--- src/rtl/i2c_seq_pkg.sv ---
// Shared constants and state types for the I2C APB command sequencer:
// I2C master register map, cmd values, status bits and FSM encodings.
package i2c_seq_pkg;

  localparam logic [7:0] REG_PRESC  = 8'h00;
  localparam logic [7:0] REG_CMD    = 8'h01;
  localparam logic [7:0] REG_TX     = 8'h02;
  localparam logic [7:0] REG_RX     = 8'h03;
  localparam logic [7:0] REG_ADDR   = 8'h04;
  localparam logic [7:0] REG_STATUS = 8'h05;

  localparam logic [7:0] CMD_OFF  = 8'h00;  // core held in reset
  localparam logic [7:0] CMD_IDLE = 8'h20;  // out of reset, disabled
  localparam logic [7:0] CMD_RUN  = 8'h60;  // enabled, out of reset

  localparam int unsigned ST_TX_EMPTY = 7;
  localparam int unsigned ST_RX_FULL  = 6;
  localparam int unsigned ST_RX_EMPTY = 5;

  typedef enum logic [3:0] {
    S_IDLE, S_CMD_RST, S_CFG_PRE, S_CFG_ADR, S_TX_LOAD, S_EN,
    S_WAIT_TX, S_WAIT_RX, S_RD_BYTE, S_FIN, S_ABORT, S_DONE
  } seq_state_t;

  typedef enum logic [1:0] {XF_IDLE, XF_SETUP, XF_ACCESS} xfer_state_t;

endpackage

--- src/rtl/apb_xfer_engine.sv ---
// Single-transfer APB master: SETUP then ACCESS until pready; registered
// done pulse and read data appear the cycle after the transfer completes.
module apb_xfer_engine
  import i2c_seq_pkg::*;
(
  input  logic       i_clk,
  input  logic       i_rst,
  input  logic       i_start,
  input  logic [7:0] i_addr,
  input  logic [7:0] i_wdata,
  input  logic       i_write,
  output logic       o_done,
  output logic [7:0] o_rdata,
  output logic       o_psel,
  output logic       o_penable,
  output logic       o_pwrite,
  output logic [7:0] o_paddr,
  output logic [7:0] o_pwdata,
  input  logic [7:0] i_prdata,
  input  logic       i_pready
);

  xfer_state_t r_state, w_state_nxt;
  logic        r_done, r_pwrite;
  logic [7:0]  r_rdata, r_paddr, r_pwdata;
  logic        w_xfer_end;

  assign w_xfer_end = (r_state == XF_ACCESS) && i_pready;

  always_comb begin
    w_state_nxt = r_state;
    unique case (r_state)
      XF_IDLE:   if (i_start) w_state_nxt = XF_SETUP;
      XF_SETUP:  w_state_nxt = XF_ACCESS;
      XF_ACCESS: if (i_pready) w_state_nxt = XF_IDLE;
      default:   w_state_nxt = XF_IDLE;
    endcase
  end

  always_ff @(posedge i_clk) begin
    if (i_rst) begin
      r_state  <= XF_IDLE;
      r_done   <= 1'b0;
      r_rdata  <= '0;
      r_paddr  <= '0;
      r_pwdata <= '0;
      r_pwrite <= 1'b0;
    end else begin
      r_state <= w_state_nxt;
      r_done  <= w_xfer_end;
      // Address/data/direction latch at start and hold through ACCESS
      if (r_state == XF_IDLE && i_start) begin
        r_paddr  <= i_addr;
        r_pwdata <= i_wdata;
        r_pwrite <= i_write;
      end
      if (w_xfer_end && !r_pwrite) r_rdata <= i_prdata;
    end
  end

  assign o_done    = r_done;
  assign o_rdata   = r_rdata;
  assign o_psel    = (r_state != XF_IDLE);
  assign o_penable = (r_state == XF_ACCESS);
  assign o_pwrite  = r_pwrite;
  assign o_paddr   = r_paddr;
  assign o_pwdata  = r_pwdata;

endmodule

--- src/rtl/i2c_apb_cmd_sequencer.sv ---
// Sequences one I2C master transaction over APB: reset, configure, load TX,
// enable, poll status, drain RX and shut down, then report done/error.
module i2c_apb_cmd_sequencer
  import i2c_seq_pkg::*;
#(
  parameter logic [15:0] POLL_LIMIT = 16'hFFFF,
  parameter int unsigned TX_DEPTH   = 16
) (
  input  logic       pclk_i,
  input  logic       preset_i,
  input  logic       req_valid_i,
  output logic       req_ready_o,
  input  logic [6:0] req_addr_i,
  input  logic       req_rw_i,
  input  logic [3:0] req_len_i,
  input  logic [7:0] req_prescaler_i,
  input  logic [7:0] wr_data_i,
  input  logic       wr_valid_i,
  output logic       wr_ready_o,
  output logic [7:0] rd_data_o,
  output logic       rd_valid_o,
  input  logic       rd_ready_i,
  output logic       busy_o,
  output logic       done_o,
  output logic       err_o,
  output logic       psel_o,
  output logic       penable_o,
  output logic       pwrite_o,
  output logic [7:0] paddr_o,
  output logic [7:0] pwdata_o,
  input  logic [7:0] prdata_i,
  input  logic       pready_i
);

  localparam int unsigned CNT_W = $clog2(TX_DEPTH) + 1;

  seq_state_t       r_state, w_state_nxt;
  logic [6:0]       r_addr;
  logic             r_rw, r_sent, r_have, r_rd_valid, r_err;
  logic [3:0]       r_len;
  logic [7:0]       r_presc, r_wbyte, r_rd_data;
  logic [CNT_W-1:0] r_cnt;
  logic [15:0]      r_poll;

  logic       w_start, w_pwrite, w_xdone, w_last, w_poll_out, w_wr_ready;
  logic       w_take_wr, w_cnt_inc, w_poll_inc, w_rd_load, w_rd_ack, w_err_set;
  logic [7:0] w_paddr, w_pwdata, w_xrdata;

  assign w_last     = (r_cnt == CNT_W'(r_len));
  assign w_poll_out = (r_poll == 16'(POLL_LIMIT - 16'd1));

  always_comb begin
    w_state_nxt = r_state;
    w_start     = 1'b0;
    w_paddr     = REG_CMD;
    w_pwdata    = '0;
    w_pwrite    = 1'b1;
    w_wr_ready  = 1'b0;
    w_take_wr   = 1'b0;
    w_cnt_inc   = 1'b0;
    w_poll_inc  = 1'b0;
    w_rd_load   = 1'b0;
    w_rd_ack    = 1'b0;
    w_err_set   = 1'b0;
    unique case (r_state)
      S_IDLE: if (req_valid_i) w_state_nxt = S_CMD_RST;
      S_CMD_RST: begin
        w_pwdata = CMD_OFF;
        w_start  = !r_sent;
        if (w_xdone) w_state_nxt = S_CFG_PRE;
      end
      S_CFG_PRE: begin
        w_paddr  = REG_PRESC;
        w_pwdata = r_presc;
        w_start  = !r_sent;
        if (w_xdone) w_state_nxt = S_CFG_ADR;
      end
      S_CFG_ADR: begin
        w_paddr  = REG_ADDR;
        w_pwdata = {r_addr, r_rw};
        w_start  = !r_sent;
        if (w_xdone) w_state_nxt = r_rw ? S_EN : S_TX_LOAD;
      end
      S_TX_LOAD: begin
        // Byte is captured first and written on a later cycle, so a write
        // handshake never coincides with an APB start.
        w_paddr    = REG_TX;
        w_pwdata   = r_wbyte;
        w_wr_ready = !r_have && !r_sent;
        w_take_wr  = w_wr_ready && wr_valid_i;
        w_start    = r_have && !r_sent;
        if (w_xdone) begin
          w_cnt_inc = 1'b1;
          if (w_last) w_state_nxt = S_EN;
        end
      end
      S_EN: begin
        w_pwdata = CMD_RUN;
        w_start  = !r_sent;
        if (w_xdone) w_state_nxt = r_rw ? S_WAIT_RX : S_WAIT_TX;
      end
      S_WAIT_TX, S_WAIT_RX: begin
        w_paddr  = REG_STATUS;
        w_pwrite = 1'b0;
        w_start  = !r_sent;
        if (w_xdone) begin
          if (r_state == S_WAIT_TX && w_xrdata[ST_TX_EMPTY])
            w_state_nxt = S_FIN;
          else if (r_state == S_WAIT_RX && !w_xrdata[ST_RX_EMPTY])
            w_state_nxt = S_RD_BYTE;
          else if (w_poll_out)
            w_state_nxt = S_ABORT;
          else
            w_poll_inc = 1'b1;
        end
      end
      S_RD_BYTE: begin
        w_paddr   = REG_RX;
        w_pwrite  = 1'b0;
        w_start   = !r_sent && !r_rd_valid;
        w_rd_load = w_xdone;
        if (r_rd_valid && rd_ready_i) begin
          w_rd_ack    = 1'b1;
          w_cnt_inc   = 1'b1;
          w_state_nxt = w_last ? S_FIN : S_WAIT_RX;
        end
      end
      S_FIN: begin
        w_pwdata = CMD_IDLE;
        w_start  = !r_sent;
        if (w_xdone) w_state_nxt = S_DONE;
      end
      S_ABORT: begin
        w_pwdata  = CMD_OFF;
        w_start   = !r_sent;
        w_err_set = w_xdone;
        if (w_xdone) w_state_nxt = S_DONE;
      end
      S_DONE:  w_state_nxt = S_IDLE;
      default: w_state_nxt = S_IDLE;
    endcase
  end

  always_ff @(posedge pclk_i) begin
    if (preset_i) begin
      r_state    <= S_IDLE;
      r_addr     <= '0;
      r_rw       <= 1'b0;
      r_len      <= '0;
      r_presc    <= '0;
      r_sent     <= 1'b0;
      r_have     <= 1'b0;
      r_wbyte    <= '0;
      r_rd_valid <= 1'b0;
      r_rd_data  <= '0;
      r_err      <= 1'b0;
      r_cnt      <= '0;
      r_poll     <= '0;
    end else begin
      r_state <= w_state_nxt;
      if (r_state == S_IDLE) begin
        r_cnt <= '0;
        if (req_valid_i) begin
          r_addr  <= req_addr_i;
          r_rw    <= req_rw_i;
          r_len   <= req_len_i;
          r_presc <= req_prescaler_i;
          r_err   <= 1'b0;
        end
      end else if (w_cnt_inc) begin
        r_cnt <= r_cnt + CNT_W'(1);
      end
      if (w_start)      r_sent <= 1'b1;
      else if (w_xdone) r_sent <= 1'b0;
      if (w_take_wr) begin
        r_have  <= 1'b1;
        r_wbyte <= wr_data_i;
      end else if (w_xdone) begin
        r_have <= 1'b0;
      end
      if (w_rd_load) begin
        r_rd_valid <= 1'b1;
        r_rd_data  <= w_xrdata;
      end else if (w_rd_ack) begin
        r_rd_valid <= 1'b0;
      end
      if (w_err_set) r_err <= 1'b1;
      // Poll count restarts on every state change, i.e. on entry to a WAIT state
      if (w_state_nxt != r_state) r_poll <= '0;
      else if (w_poll_inc)        r_poll <= r_poll + 16'd1;
    end
  end

  apb_xfer_engine u_xfer (
    .i_clk     (pclk_i),
    .i_rst     (preset_i),
    .i_start   (w_start),
    .i_addr    (w_paddr),
    .i_wdata   (w_pwdata),
    .i_write   (w_pwrite),
    .o_done    (w_xdone),
    .o_rdata   (w_xrdata),
    .o_psel    (psel_o),
    .o_penable (penable_o),
    .o_pwrite  (pwrite_o),
    .o_paddr   (paddr_o),
    .o_pwdata  (pwdata_o),
    .i_prdata  (prdata_i),
    .i_pready  (pready_i)
  );

  assign req_ready_o = (r_state == S_IDLE);
  assign busy_o      = (r_state != S_IDLE);
  assign done_o      = (r_state == S_DONE);
  assign err_o       = (r_state == S_DONE) && r_err;
  assign wr_ready_o  = w_wr_ready;
  assign rd_valid_o  = r_rd_valid;
  assign rd_data_o   = r_rd_data;

endmodule
--- config.mk ---
export PLATFORM = sky130hd
export DESIGN_NAME = i2c_apb_cmd_sequencer
export DESIGN_NICKNAME = d
export VERILOG_FILES = /design/src/rtl/i2c_seq_pkg.sv /design/src/rtl/apb_xfer_engine.sv /design/src/rtl/i2c_apb_cmd_sequencer.sv
export SDC_FILE = /design/constraint.sdc
export NUM_CORES = 1
export LEC_CHECK = 0
export CAP_MARGIN = 20
export CELL_PAD_IN_SITES_DETAIL_PLACEMENT = 1
export CELL_PAD_IN_SITES_GLOBAL_PLACEMENT = 1
export CORE_AREA = 4 4 105 107
export CTS_CLUSTER_DIAMETER = 120
export CTS_CLUSTER_SIZE = 8
export DETAILED_ROUTE_END_ITERATION = 8
export DIE_AREA = 0 0 109 111
export PLACE_DENSITY = 0.87
export SLEW_MARGIN = 20
export SYNTH_ARGS = -nofsm -noshare
export SYNTH_HDL_FRONTEND = slang
export SYNTH_SLANG_ARGS = --single-unit
--- constraint.sdc ---
create_clock -name pclk_i -period 5.6 [get_ports pclk_i]
set_input_delay 1.12 -clock pclk_i [delete_from_list [all_inputs] [get_ports pclk_i]]
set_output_delay 1.12 -clock pclk_i [all_outputs]
set_load 0.01 [all_outputs]
==> summary.md, run 1 <==
| Metric | Value |
|---|---|
| Top cells by count, synth | `88 x dfxtp_1, 63 x nand2_1, 53 x nor2_1` |
| DRC violations left | `0` |
| # clock sinks | `between 80 and 90` |
| Core Area | `between 10000 and 15000 um^2` |
| Antenna violations before repair | `0` |
| Startpoint types | `flop` |
| CP max stage delay | `approximately 0.75 ns` |
| Total GRT Usage | `0.199` |
| Crit. End Element | `primary output` |
| Share of the synthesized area in the top cell type | `0.422` |
| Worst Hold End | `r_presc[0]$_SDFFE_PP0P_` |
| R2R Setup Slk | `around 2.4 ns` |
| Post-layout minimum cycle time | `3.76 ns` |
| Leakage power | `between 1.5 and 2 nW` |
| Setup TNS Final | `0 ns` |
| Share of cells above drive strength 1 | `0.0816` |
| Worst-path cell chain | `nor4b_2, nor3b_1, clkdlybuf4s50_1` |
| CTS clk-pin slew, worst paths | `approximately 0.090 ns` |
| Number of synthesized flops with an enable pin | `0` |
| Kind of critical path | `flop to primary output` |
| Wirelength, routed | `about 12000 um` |
| Post-CTS Resized | `0` |
| RSZ-0062 raised after global routing | `no` |
| Worst EP arrival | `2.64 ns` |
| Reg2reg start | `r_state[1]$_SDFF_PP0_` |
| Num rows | `37` |
| Post-synth ARST share | `0` |
| Post-Synthesis Cells | `484` |
| Fill count | `approximately 1200` |
| Worst-case clock buffer depth | `2` |
| CTS Root Cell | `clkbuf_8` |
| Most common cell in the netlist | `dfxtp_1` |
| Setup Viol. Count Final | `0` |
| Hold Startpoint | `r_presc[0]$_SDFFE_PP0P_` |
| Die W | `109 um` |
| Avg Cell Area, Syn | `~8.6 um^2` |
| Actual slew at the worst max-slew pin | `1.05 ns` |
| Hold depth | `2` |
| Largest area contributor in the netlist | `dfxtp_1` |
| HPWL after DPL | `approximately 8400 um` |
| Post-Route Utilization | `0.507` |
| 1st-iter DRT viols | `between 200 and 300` |
| CTS Buf Count | `9` |
| Congestion Overflow GR | `0` |
| Initial Utilization | `0.412` |
| Achievable Freq | `0.266 GHz` |
| Critical path's slowest cell | `dfxtp_1` |
| First-pass GRT wire length | `19100 um` |
| Setup Skew | `~0.016 ns` |
| Tcrit/Tclk final | `0.672` |
| Register area share after synthesis | `0.422` |
| Vias in the first global route | `3940` |
| Worst R2R End | `r_poll[4]$_SDFFE_PP0P_` |
| Main synth FF type | `dfxtp_1` |
| Die area | `between 10000 and 15000 um^2` |
| GPL Wtd Cong | `0.851` |
| HP Class | `flop to flop` |
| Netlist Area Pre-Place | `roughly 4200 um^2` |
| CP max FO | `22` |
| Die height | `between 100 and 150 um` |
| Number of post-CTS setup repair buffers | `0` |
| DR vias | `between 3000 and 4000` |
| Final hold vios | `0` |
| Relative max-transition margin | `0.300` |
| Yosys warnings | `0` |
| Worst IR Drop VDD | `a little over 0.1 mV` |
| H-tree Lvls | `3` |
| Ant diodes | `0` |
| Cells on worst reg2reg path | `6` |
| Distinct cell type count after synthesis | `65` |
| Crit path launch | `r_state[2]$_SDFF_PP0_` |
| Num ports | `75` |
| Final net count | `between 500 and 600` |
| Worst EP required | `between 4 and 5 ns` |
| Vias per inst | `between 5 and 6` |
| Wire per inst | `17.2 um` |
| Hold Buf Count CTS | `0` |
| Detail Route Antenna Nets | `0` |
| Max Transition Viols Final | `0` |
| Pwr dens | `268 nW/um^2` |
| Status | `finished, final reports clean` |
| Layout overhead on the synthesized area | `23.0%` |
| Port-buffer cells | `~70` |
| Max-cap viol count | `0` |
| Dominant cells by area after synthesis | `dfxtp_1 42%, mux2i_1 6.2%, nand2_1 5.7%` |
| Detailed Routing Iterations Pass 1 | `4` |
| Worst-Skew Late Latency | `0.37 ns` |
| FF+latch count, synth | `approximately 90` |
| CTS tree | `built` |
| Pin count of the biggest net entering global routing | `36` |
[power by group]
group          internal, mW  switching [mW]  leakage, nW
logic                0.0746          0.0892         1.02
registers             0.645          0.0251        0.713
clock network         0.300           0.241        0.117
[worst max path at each step]
stage	end	slack, ns	depth (start not counted)
after global placement	r_poll[1]$_SDFFE_PP0P_	2.26	8
after detailed placement	r_poll[1]$_SDFFE_PP0P_	2.21	8
after CTS	wr_ready_o	1.85	3
after floorplan	r_poll[10]$_SDFFE_PP0P_	2.62	7
after global routing	wr_ready_o	1.62	3
final	wr_ready_o	1.84	3
[layer usage]
layer,up-vias,share of wire,GRT usage
li1,1772,-,-
met1,1796,0.40,0.217
met2,98,0.53,0.360
met3,34,0.037,0.0414
met4,0,0.034,0.0918
met5,-,0,0
[worst max-delay path: cells and delay by family (launching register included)]
family	cells	cell delay, ns
flops	1	0.75
simple gates	2	0.89
buf+inv	1	0.64
[flip-flops by register name, indices dropped and copies added (netlist names), 5 cells and up]
signal / flops
r_addr: 7
r_cnt: 5
r_wbyte: 8
r_presc: 8
u_xfer.o_pwdata: 8
u_xfer.o_rdata: 8
rd_data_o: 8
r_poll: 16
[stage by stage]
step | area [um^2] | total power [mW] | setup slack, ns | std cells | hold slack, ns
4_1_cts | 5140 | 1.39 | 1.85 | 675 | 0.479
3_5_place_dp | 4900 | 0.847 | 2.21 | 659 | 0.460
5_1_grt | 5140 | 1.43 | 1.62 | 675 | 0.497
3_3_place_gp | 4900 | 0.839 | 2.26 | 659 | 0.448
6_report | 5140 | 1.38 | 1.84 | 675 | 0.479
2_1_floorplan | 4190 | 0.778 | 2.62 | 488 | 0.436
[final cells by class]
type                    instances  area, um^2  area share
clock buffers                  10         128      0.0248
multi-input cells             353        2220       0.432
well taps                     136         170      0.0331
flip-flops and latches         88        1760       0.343
repair buffers                 71         701       0.136
inverters                      11        41.3     0.00804
clock inverters                 6         115      0.0224
[cells in the final DEF, fill, tap and decap left out, types with 8 or more instances in the layout]
cell,count
xnor2_1,14
nor3_2,10
a21oi_1,31
clkdlybuf4s50_1,68
o21ai_0,13
clkbuf_8,9
nand3_1,9
nor3_1,14
a22oi_1,8
a22o_1,10
nor2_1,53
nor2b_1,16
dfxtp_1,88
nand2_1,63
mux2i_1,26
inv_1,10
[kinds of logic (layout without fill, tap and decap cells)]
logic type                 count (synthesis)  after routing  synth area share
and+or+nand+nor                          207            207             0.257
AOI/OAI and AO/OA                         92             92             0.158
DFF                                       88             88             0.422
buffers and inverters                     47             98            0.0500
muxes                                     26             26            0.0623
xor gates and xnor gates                  20             20            0.0419
adders and majority gates                  3              3           0.00899
other                                      1              5          0.000898
No activity file was read; power rests on OpenSTA's default activity.
==> run 2, diff against run 1 <==
--- a/config.mk
+++ b/config.mk
@@ -8,12 +8,12 @@
 export CAP_MARGIN = 20
 export CELL_PAD_IN_SITES_DETAIL_PLACEMENT = 1
 export CELL_PAD_IN_SITES_GLOBAL_PLACEMENT = 1
-export CORE_AREA = 4 4 105 107
+export CORE_AREA = 4 4 109 111
 export CTS_CLUSTER_DIAMETER = 120
 export CTS_CLUSTER_SIZE = 8
 export DETAILED_ROUTE_END_ITERATION = 8
-export DIE_AREA = 0 0 109 111
-export PLACE_DENSITY = 0.87
+export DIE_AREA = 0 0 113 115
+export PLACE_DENSITY = 0.82
 export SLEW_MARGIN = 20
 export SYNTH_ARGS = -nofsm -noshare
 export SYNTH_HDL_FRONTEND = slang
==> constraint.sdc (replaced) <==
create_clock -name pclk_i -period 3.62 [get_ports pclk_i]
set_input_delay 0.724 -clock pclk_i [delete_from_list [all_inputs] [get_ports pclk_i]]
set_output_delay 0.724 -clock pclk_i [all_outputs]
set_load 0.01 [all_outputs]
==> run 2 against run 1 <==
Worst hold slack got worse by 0.010 ns. Core utilization decreased by 3.2 points. Die area increased by 7.4%. Clock skew decreased by 0.0061 ns. First-iteration DRC count decreased by 36%. Largest cell class unchanged. Flip-flop and latch count unchanged. Clock power increased by 24%. Combinational power increased by 61%.
==> summary.md, run 2 (synthesis results as in run 1) <==
| Metric | Value |
|---|---|
| Status | `finished, final reports clean (unchanged)` |
| H-tree Lvls | `3 (unchanged)` |
| CTS Buf Count | `9 (unchanged)` |
| CTS Root Cell | `clkbuf_8 (unchanged)` |
| Largest delay contributor family on the critical path | `simple AND/OR/NAND/NOR gates (unchanged)` |
| CP max FO | `25 (was 22)` |
| Vias in the first global route | `3893 (was 3940)` |
| Setup TNS Final | `0 ns (unchanged)` |
| Initial Utilization | `0.387 (was 0.412)` |
| Num rows | `38 (was 37)` |
| First-pass GRT wire length | `18900 um (was 19100 um)` |
| Total GRT Usage | `0.181 (was 0.199)` |
| Die area | `13000 um^2 (was 12100 um^2)` |
| Max FFs per register | `16 (unchanged)` |
| Num ports | `75 (unchanged)` |
| Final hold vios | `0 (unchanged)` |
| Leakage power | `1.86 nW (was 1.85 nW)` |
| Startpoint types | `flop (unchanged)` |
| Detailed Routing Iterations Pass 1 | `4 (unchanged)` |
| Die height | `115 um (was 111 um)` |
| Wirelength, routed | `11400 um (was 11600 um)` |
| Worst-Skew Late Latency | `0.37 ns (about the same)` |
| Antenna violations before repair | `0 (unchanged)` |
| Dpl cells | `668 (was 659)` |
| HP Class | `flop to flop (unchanged)` |
| Worst-path cell chain | `nor4b_2, nor3b_1, clkdlybuf4s50_1 (unchanged)` |
| Relative max-transition margin | `0.411 (was 0.300)` |
| Wire per inst | `16.7 um (was 17.2 um)` |
| Hold slack | `0.468 ns (was 0.479 ns)` |
| # clock sinks | `88 (unchanged)` |
| RSZ-0062 raised after global routing | `no (unchanged)` |
| Share of cells above drive strength 1 | `0.0882 (was 0.0816)` |
| Post-CTS Resized | `0 (unchanged)` |
| HPWL after DPL | `8460 um (was 8390 um)` |
| Achievable Freq | `about 0.31 GHz` |
| Worst Path Buf+Inv | `1 (unchanged)` |
| Setup Skew | `0.0101 ns (was 0.0162 ns)` |
| CP max stage delay | `0.61 ns (was 0.75 ns)` |
| Pre-CTS worst setup slack | `0.604 ns (was 2.21 ns)` |
| Critical path's slowest cell | `clkdlybuf4s50_1 (was dfxtp_1)` |
| Vias per inst | `5.31 (was 5.48)` |
| Detail Route Antenna Nets | `0 (unchanged)` |
| Sequential Area | `1760 um^2 (unchanged)` |
| Footprint of the multi-input gates | `2220 um^2 (unchanged)` |
| Most frequent cells in the layout | `88 x dfxtp_1, 68 x clkdlybuf4s50_1, 63 x nand2_1, 53 x nor2_1, 31 x a21oi_1 (unchanged)` |
| Actual slew at the worst max-slew pin | `0.880 ns (was 1.05 ns)` |
| Layout overhead on the synthesized area | `22.7% (was 23.0%)` |
| Worst IR Drop VDD | `0.202 mV (was 0.101 mV)` |
| Worst-case clock buffer depth | `2 (unchanged)` |
| Max-cap viol count | `0 (unchanged)` |
| Final net count | `584 (was 579)` |
| CTS clk-pin slew, worst paths | `0.09 ns (about the same)` |
| Tcrit/Tclk final | `0.886` |
| Worst EP required | `2.90 ns (was 4.48 ns)` |
| Pin count of the biggest net entering global routing | `39 (was 36)` |
| Worst EP arrival | `2.48 ns (was 2.64 ns)` |
| Max Transition Viols Final | `0 (unchanged)` |
| CTS tree | `built (unchanged)` |
| Crit. End Element | `primary output (unchanged)` |
| Congestion Overflow GR | `0 (unchanged)` |
| Core Area | `10800 um^2 (was 10100 um^2)` |
| Ant diodes | `0 (unchanged)` |
| DRC violations left | `0 (unchanged)` |
| Post-layout minimum cycle time | `between 3 and 4 ns` |
| Number of post-CTS setup repair buffers | `0 (unchanged)` |
| Final WS setup | `0.414 ns (was 1.84 ns)` |
| Setup Viol. Count Final | `0 (unchanged)` |
| Die W | `113 um (was 109 um)` |
| GPL Wtd Cong | `0.851 (about the same)` |
| Pwr dens | `384 nW/um^2 (was 268 nW/um^2)` |
| Layout Cells excl Fill | `684 (was 675)` |
| 1st-iter DRT viols | `170 (was 266)` |
| Kind of critical path | `flop to primary output (unchanged)` |
| DR vias | `3631 (was 3700)` |
| Port-buffer cells | `69 (unchanged)` |
| Fill count | `1261 (was 1186)` |
| Most flops, register | `r_poll (unchanged)` |
| Hold Buf Count CTS | `0 (unchanged)` |
| Commonest non-fill, non-tap cell in the layout | `dfxtp_1 (unchanged)` |
[run 2: changes by cell type in the layout (fill, tap and decap cells not counted), moves of 2 or more]
cell,delta
buf_4,+5
bufinv_16,-2
inv_6,-2
clkinv_2,+2
clkinv_4,+2
[run 2: worst paths after layout]
check / startpoint / end / slack, ns / cells after the start
max: r_state[1]$_SDFF_PP0_ / wr_ready_o / 0.41 / 3
min reg2reg: r_presc[5]$_SDFFE_PP0P_ / r_presc[5]$_SDFFE_PP0P_ / 0.47 / 2
min: r_presc[5]$_SDFFE_PP0P_ / r_presc[5]$_SDFFE_PP0P_ / 0.47 / 2
max reg2reg: r_state[3]$_SDFF_PP0_ / r_poll[1]$_SDFFE_PP0P_ / 0.71 / 7
[run 2: final cells by class]
cell class / instances / share of cell area
clock buffers: 11 / 0.0256
clock inverters: 5 / 0.0112
inverters: 11 / 0.00805
multi-input cells: 353 / 0.433
flip-flops and latches: 88 / 0.344
well taps: 140 / 0.0342
repair buffers: 76 / 0.144
[run 2: per-layer routing]
metal | vias to the layer above | track usage | wire (um)
met5 | - | 0 | 0
met4 | 0 | 0.0801 | 286
li1 | 1782 | - | -
met2 | 69 | 0.332 | 6000
met1 | 1762 | 0.204 | 4740
met3 | 18 | 0.0342 | 364
[run 2: per-stage QoR]
step | power (mW) | utilization | area [um^2]
after floorplan | 1.20 | - | 4190
after global placement | 1.31 | 0.458 | 4940
after detailed placement | 1.32 | 0.458 | 4940
after CTS | 1.99 | 0.475 | 5130
after global routing | 2.06 | 0.475 | 5130
final | 1.97 | 0.475 | 5130
[run 2: power breakdown]
| part | internal, mW | switching, mW | total [mW] |
|---|---|---|---|
| Combinational | 0.121 | 0.143 | 0.264 |
| Sequential | 0.998 | 0.0337 | 1.03 |
| Clock | 0.320 | 0.352 | 0.672 |
| Total | 1.44 | 0.529 | 1.97 |
[run 2: worst min-delay path, cell delays in order (launching register included)]
cell and delay (ns):
dfxtp_1 0.32, nand2_1 0.05, a21oi_1 0.06
